`src/rtl/pipe_chain.sv`:
```
// ---------------------------------------------------------------------------
// pipe_chain
//
// Elastic pipeline register chain. STAGES register stages of WIDTH-bit payload,
// each with its own valid bit, valid/ready flow control at both ends, a
// per-stage flush (kills that stage and every younger one) and a per-stage hold
// (freezes that stage and every younger one; the stage just above the frozen
// region receives a bubble). Stage 0 is the youngest; stage STAGES-1 is the
// oldest and drives the output. All stage contents are exported for
// forwarding / hazard inspection.
//
// Ports:
//   clk_i          clock, rising edge
//   rst_ni         asynchronous active-low reset, clears every stage
//   in_valid_i     upstream offers in_data_i
//   in_ready_o     chain accepts in_data_i this cycle
//   in_data_i      payload into stage 0
//   out_valid_o    oldest stage holds a valid entry
//   out_ready_i    downstream consumes out_data_o this cycle
//   out_data_o     payload of the oldest stage
//   flush_i        flush_i[k] kills stages 0..k and the input this cycle
//   hold_i         hold_i[k] freezes stages 0..k
//   stage_valid_o  valid bit of every stage
//   stage_data_o   flat payloads, stage i at [i*WIDTH +: WIDTH]
//   count_o        number of valid stages
// ---------------------------------------------------------------------------
module pipe_chain #(
    parameter  int WIDTH  = 32,
    parameter  int STAGES = 4,
    localparam int CW     = $clog2(STAGES + 1)
) (
    input  logic                      clk_i,
    input  logic                      rst_ni,
    input  logic                      in_valid_i,
    output logic                      in_ready_o,
    input  logic [WIDTH-1:0]          in_data_i,
    output logic                      out_valid_o,
    input  logic                      out_ready_i,
    output logic [WIDTH-1:0]          out_data_o,
    input  logic [STAGES-1:0]         flush_i,
    input  logic [STAGES-1:0]         hold_i,
    output logic [STAGES-1:0]         stage_valid_o,
    output logic [STAGES*WIDTH-1:0]   stage_data_o,
    output logic [CW-1:0]             count_o
);

    logic [STAGES-1:0] v_q;
    logic [STAGES-1:0] v_d;
    logic [WIDTH-1:0]  d_q [STAGES];
    logic [WIDTH-1:0]  d_d [STAGES];

    logic [STAGES-1:0] frz;
    logic [STAGES-1:0] kill;
    logic [STAGES-1:0] adv;
    logic [STAGES-1:0] take;
    logic [STAGES-1:0] src_v;
    logic [WIDTH-1:0]  src_d [STAGES];
    logic              in_hs;

    // A hold or flush at stage k also affects every younger stage, so both
    // masks are suffix-ORs running from the oldest stage downwards.
    always_comb begin
        frz  = '0;
        kill = '0;
        frz[STAGES-1]  = hold_i[STAGES-1];
        kill[STAGES-1] = flush_i[STAGES-1];
        for (int i = STAGES - 2; i >= 0; i--) begin
            frz[i]  = frz[i+1]  | hold_i[i];
            kill[i] = kill[i+1] | flush_i[i];
        end
    end

    // Ready ripples combinationally from the output back to the input, so a
    // bubble anywhere in the chain is collapsed in the same cycle.
    always_comb begin
        adv  = '0;
        take = '0;
        adv[STAGES-1]  = v_q[STAGES-1] & out_ready_i & ~frz[STAGES-1];
        take[STAGES-1] = (~v_q[STAGES-1] | adv[STAGES-1]) & ~frz[STAGES-1];
        for (int i = STAGES - 2; i >= 0; i--) begin
            adv[i]  = v_q[i] & take[i+1] & ~frz[i];
            take[i] = (~v_q[i] | adv[i]) & ~frz[i];
        end
    end

    assign in_ready_o = take[0] & ~(|flush_i);
    assign in_hs      = in_valid_i & in_ready_o;

    // Source of each stage. An entry leaving a killed stage must not survive
    // into the stage above the flushed region; that stage gets a bubble.
    genvar gi;
    generate
        for (gi = 0; gi < STAGES; gi++) begin : g_src
            if (gi == 0) begin : g_head
                assign src_v[gi] = in_hs;
                assign src_d[gi] = in_data_i;
            end else begin : g_body
                assign src_v[gi] = adv[gi-1] & ~kill[gi-1];
                assign src_d[gi] = d_q[gi-1];
            end
            assign stage_data_o[gi*WIDTH +: WIDTH] = d_q[gi];
        end
    endgenerate

    // Next state: kill beats freeze beats take. Payload is only loaded with a
    // valid entry; a bubble leaves the old (don't-care) data in place.
    always_comb begin
        v_d = v_q;
        d_d = d_q;
        for (int i = 0; i < STAGES; i++) begin
            if (kill[i]) begin
                v_d[i] = 1'b0;
            end else if (frz[i]) begin
                v_d[i] = v_q[i];
            end else if (take[i]) begin
                v_d[i] = src_v[i];
                if (src_v[i]) begin
                    d_d[i] = src_d[i];
                end
            end
        end
    end

    always_ff @(posedge clk_i or negedge rst_ni) begin
        if (!rst_ni) begin
            v_q <= '0;
            for (int i = 0; i < STAGES; i++) begin
                d_q[i] <= '0;
            end
        end else begin
            v_q <= v_d;
            d_q <= d_d;
        end
    end

    always_comb begin
        count_o = '0;
        for (int i = 0; i < STAGES; i++) begin
            count_o = count_o + CW'(v_q[i]);
        end
    end

    assign out_valid_o   = v_q[STAGES-1];
    assign out_data_o    = d_q[STAGES-1];
    assign stage_valid_o = v_q;

endmodule

```
`config.mk`:
```
export PLATFORM = sky130hd
export DESIGN_NAME = pipe_chain
export DESIGN_NICKNAME = d
export VERILOG_FILES = /design/src/rtl/pipe_chain.sv
export SDC_FILE = /design/constraint.sdc
export NUM_CORES = 1
export LEC_CHECK = 0
export CORE_ASPECT_RATIO = 1.1
export CORE_MARGIN = 2
export CORE_UTILIZATION = 49
export CTS_BUF_LIST = sky130_fd_sc_hd__clkbuf_8
export CTS_CLUSTER_SIZE = 8
export DETAILED_ROUTE_END_ITERATION = 6
export PLACE_DENSITY = 0.89
export SYNTH_ARGS = -nofsm -noshare
export SYNTH_HDL_FRONTEND = slang
export SYNTH_SLANG_ARGS = --single-unit
export TNS_END_PERCENT = 10
```
`constraint.sdc`:
```
create_clock -name clk_i -period 4 [get_ports clk_i]
set_input_delay 0.4 -clock clk_i [delete_from_list [all_inputs] [get_ports clk_i]]
set_output_delay 0.4 -clock clk_i [all_outputs]
set_load 0.005 [all_outputs]
```
### After elaboration in Yosys (flattened, before gate mapping)

Index checks and enable logic that the tools add are counted.

| word-level totals | value |
|---|---|
| logic and storage cells | 80 |
| input bits | 44 |
| bits in registers | 132 |
| output and inout bits | 169 |

| operators by class | value |
|---|---|
| eq/ne operators | 4 |
| add/subtract/negate cells | 3 |
| bitwise operators | 40 |
| mux-type cells | 12 |
| reduce and logical (&&, ||, !) cells | 13 |

Operators with widths:

| cell | count |
|---|---|
| bitwise AND 1 bit | 17 |
| AND reduction 4 bit | 4 |
| NOT 1 bit | 13 |
| 2-to-1 mux 1 bit | 12 |
| bitwise OR 1 bit | 10 |
| AND reduction 2 bit | 4 |
| nonzero test 2 bit | 4 |
| != test 2 x 1 -> 1 bit (second input constant) | 3 |
| OR reduction 4 bit | 1 |
| adder 2 x 1 -> 3 bit | 1 |
| adder 3 x 1 -> 3 bit | 1 |
| adder 1 x 1 -> 2 bit | 1 |
| != test 2 bit (second input constant) | 1 |

### Logic depth before layout (Yosys ltp)

| depth | value |
|---|---|
| word-level depth | 21 |
| mapped depth | 5 |

### Least setup slack after synthesis

Ideal clock, no wire load.

| timing | value |
|---|---|
| kind | input to register |
| start point | input flush_i[1] |
| end point | register d_q, in the netlist stage_data_o[35] |
| data required time | 3,875 ps |
| stages | 5 |
| data arrival time | 2,088 ps |
| buffers on the path | 2 |
| setup slack | 1,786 ps |
| path through | or4_1 > or4_4 > buf_6 > buf_6 > mux2_4 |

| on the way | value |
|---|---|
| cells in the longest elaborated chain, start to end | 5 |
| elaborated cells on any way between the ends | 6 |
| those cells by class | bitwise: 5; reduce/logical: 1 |

Ends and longest elaborated chain:

| what | line | source |
|---|---|---|
| start, declared | 40 | `input logic [STAGES-1:0] flush_i,` |
| bitwise OR 1 bit (*) | 69 | `kill[i] = kill[i+1] \| flush_i[i];` |
| bitwise OR 1 bit | 69 |  |
| NOT 1 bit (no line) | n/a |  |
| bitwise AND 1 bit | 98 | `assign src_v[gi] = adv[gi-1] & ~kill[gi-1];` |
| AND reduction 4 bit (no line) (*) | n/a |  |
| end signal, assigned by index | 128 | `d_q[i] <= '0;` |
| end signal, assigned | 132 | `d_q <= d_d;` |
| end, declared | 49 | `logic [WIDTH-1:0] d_q [STAGES];` |

Mark *: on every way between the ends. The rest lies on a longest branch, timed or not.
A chain may end at the register's enable or synchronous reset.

### Final worst setup path

| timing | value |
|---|---|
| start point | register v_q[3], in the netlist stage_valid_o[3] |
| end point | output count_o[1] |

| on the way | value |
|---|---|
| cells in the longest elaborated chain, start to end | 1 |

Ends and longest elaborated chain:

| what | line | source |
|---|---|---|
| start, declared | 47 | `logic [STAGES-1:0] v_q;` |
| start signal, assigned | 131 | `v_q <= v_d;` |
| adder 3 x 1 -> 3 bit | 139 | `count_o = count_o + CW'(v_q[i]);` |
| end, declared | 44 | `output logic [CW-1:0] count_o` |

No other way between the ends.

==> summary.md <==
| Metric | Value |
|---|---|
| Yosys top cell area share | `60.8%` |
| Post-synth net total | `384` |
| Slew Limit Fails | `0` |
| M3 GR Usage | `7.06%` |
| # IOs | `213` |
| M2 GR Usage | `38.6%` |
| Clk_lat worst skew | `0.42 ns` |
| Routed WL | `12,500 um` |
| Most common cell after layout, fill and taps aside | `clkdlybuf4s50_1` |
| Top Usage Layer GRT | `met2` |
| #FFs+latches synth | `132` |
| Clock transition at path regs | `0.07 ns` |
| F_max | `0.346 GHz` |
| CP peak stage delay | `0.54 ns` |
| Die outline height | `114 um` |
| WS Path Type | `reg -> out` |
| Avg Inst Size Synth | `16.1 um^2` |
| Final hold vios | `0` |
| Slew @ Worst Pin | `0.872 ns` |
| DP HPWL | `8900 um` |
| Dpl cells | `653` |
| Buffers added on ports | `212` |
| DR vias | `3,437` |
| Synth top area cells | `dfrtp_1 (61%), mux2_2 (20%), mux2_4 (8.0%)` |
| PD cells | `341 nW/um^2` |
| Critical path buffer and inverter count | `3` |
| CP Capture Type | `output pin` |
| CTS max path bufs | `2` |
| Core area | `10,900 um^2` |
| Vias in the first global route | `3,625` |
| Die W | `104 um` |
| Root buffer cell | `clkbuf_8` |
| Clock Skew | `0.00629 ns` |
| Hold_ws | `0.0773 ns` |
| Layout Nets | `572` |
| Crit Path Max Fanout | `5` |
| Data arrival time at the worst-slack endpoint | `2.49 ns` |
| Iteration-0 DRC Markers | `88` |
| Setup violators final | `0` |
| Maximum capacitance violations | `0` |
| Synth warn | `0` |
| CTS buffer count | `17` |
| First-pass GRT wire length | `19,800 um` |
| # hold bufs at CTS | `0` |
| Tot Pwr | `2.70 mW` |
| Crit path required time | `3.60 ns` |
| Total Routing Usage GR | `21.7%` |
| Row Count | `40` |
| Critical Path Slowest Stage Cell | `fa_1` |
| Post-route ant nets | `0` |
| Fraction of layout cells with a size suffix above 1 | `30.9%` |
| HP Class | `in -> async` |
| Ant diodes | `0` |
| Unrepaired setup endpoints after global routing | `no` |
| Leak | `3.78 nW` |
| TritonCTS clock tree | `done` |
| Quantity of gates resized following cts | `0` |
| Clock sinks | `132` |
| Initial antenna violation count | `0` |
| Critical path startpoint category | `flop` |
| Critical path's top delay family | `adder cells` |
| Cell Count, Final, Fillers Out | `685` |
| Crit path time final | `2.89 ns` |
| Drt pass-1 iters | `4` |
| Sequential share of the synthesized area | `60.8%` |
| Post-CTS setup buffers | `0` |
| Place WS | `1.12 ns` |
| Total negative slack | `0 ns` |
| Post-Syn Instances | `337` |
| DRC violations left | `0` |
| DR vias/cell | `5.02` |
| VDD IR max | `0.247 mV` |
| Commonest non-fill, non-tap cells in the layout | `clkdlybuf4s50_1 (211), dfrtp_1 (132), mux2_2 (97), mux2_4 (29), clkbuf_8 (20)` |
| Area Growth Syn to Fin | `45.5%` |
| Grt ovf | `0` |
| Die area | `11,900 um^2` |
| Initial Utilization | `50.0%` |
| Critical path, cell by cell | `inv_1 > fa_1 > inv_1 > ha_1 > ha_1 > clkdlybuf4s50_1` |
| H-tree levels | `4` |
| Status | `completed` |
| Pin count of the biggest net entering global routing | `69` |
| GR Layer Usage met1 | `24.2%` |
| Relative slew slack | `41.9%` |
| Fin crit share | `72.3%` |
| GP Congestion | `0.872` |
| Combined area of all synthesized cells | `5430 um^2` |
| Final Worst Setup Slack | `1.11 ns` |
| Avg WL per Cell | `18.2 um` |
| Synth area leader | `dfrtp_1` |
| Post-synth cell types | `29` |
[cells by family after synthesis]
family / after synthesis / synth area share (%)
multiplexers: 128 / 28.5
AO/OA/AOI/OAI: 8 / 1.45
adder cells (fa/ha/maj): 3 / 0.829
AND/OR/NAND/NOR: 13 / 1.77
buffers and inverters: 53 / 6.57
flip-flops: 132 / 60.8
[power breakdown]
group | leakage, nW | total [mW] | switching [mW] | internal (mW)
Combinational | 1.71 | 0.127 | 0.0498 | 0.0769
Clock | 0.228 | 1.21 | 0.487 | 0.720
Sequential | 1.84 | 1.36 | 0.0128 | 1.35
Total | 3.78 | 2.70 | 0.550 | 2.15
[metal layers]
layer,routed length (um),vias to the layer above
met4,221,0
met2,6860,122
met3,768,19
met1,4620,1759
li1,-,1537
met5,0,-
[metrics by stage]
stage	util (%)	cell area, um^2
2_1_floorplan	-	5430
3_3_place_gp	68.7	7460
3_5_place_dp	68.7	7460
4_1_cts	72.8	7900
5_1_grt	72.8	7900
6_report	72.8	7900
[flip-flops by register name, summed over array words and instances, names as in the netlist]
name / count
stage_data_o: 96
stage_valid_o: 4
out_data_o: 32
[cell usage after synthesis]
library cell  number
mux2_4            29
nand2_1            2
and3b_1            1
clkbuf_1           7
o21ai_0            1
o31ai_1            1
a21oi_1            1
o41ai_1            1
o2111ai_1          1
buf_6              4
fa_1               1
buf_4             33
or4_4              2
and4b_1            1
or4_1              1
a211oi_1           1
nor2b_1            1
nor4b_1            1
dfrtp_1          132
or2_2              1
mux2_2            97
nor2_1             2
ha_1               2
buf_2              3
a2111oi_4          1
inv_1              6
nand4bb_1          1
o311ai_0           1
mux2_1             2
[cell type report]
cell class	count	area (um^2)
Tap cell	147	184
Multi-Input combinational cell	152	1790
Timing Repair Buffer	216	2160
Clock buffer	20	275
Fill cell	727	2960
Sequential cell	132	3300
Clock inverter	12	161
Inverter	6	22.5
[final timing paths]
path | endpoint | start | slack (ns) | cells past startpoint
setup / recovery | count_o[1] | stage_valid_o[3] | 1.11 | 6
hold / removal | out_data_o[20] | rst_ni | 0.08 | 1
setup reg to reg | stage_data_o[93] | stage_valid_o[1] | 1.70 | 4
hold reg to reg | stage_data_o[1] | stage_data_o[1] | 0.53 | 1
max in group asynchronous | stage_data_o[86] | rst_ni | 3.05 | 2
min in group clk_i | stage_data_o[1] | stage_data_o[1] | 0.53 | 1
Note: power is estimated with default switching activity, not from simulation.
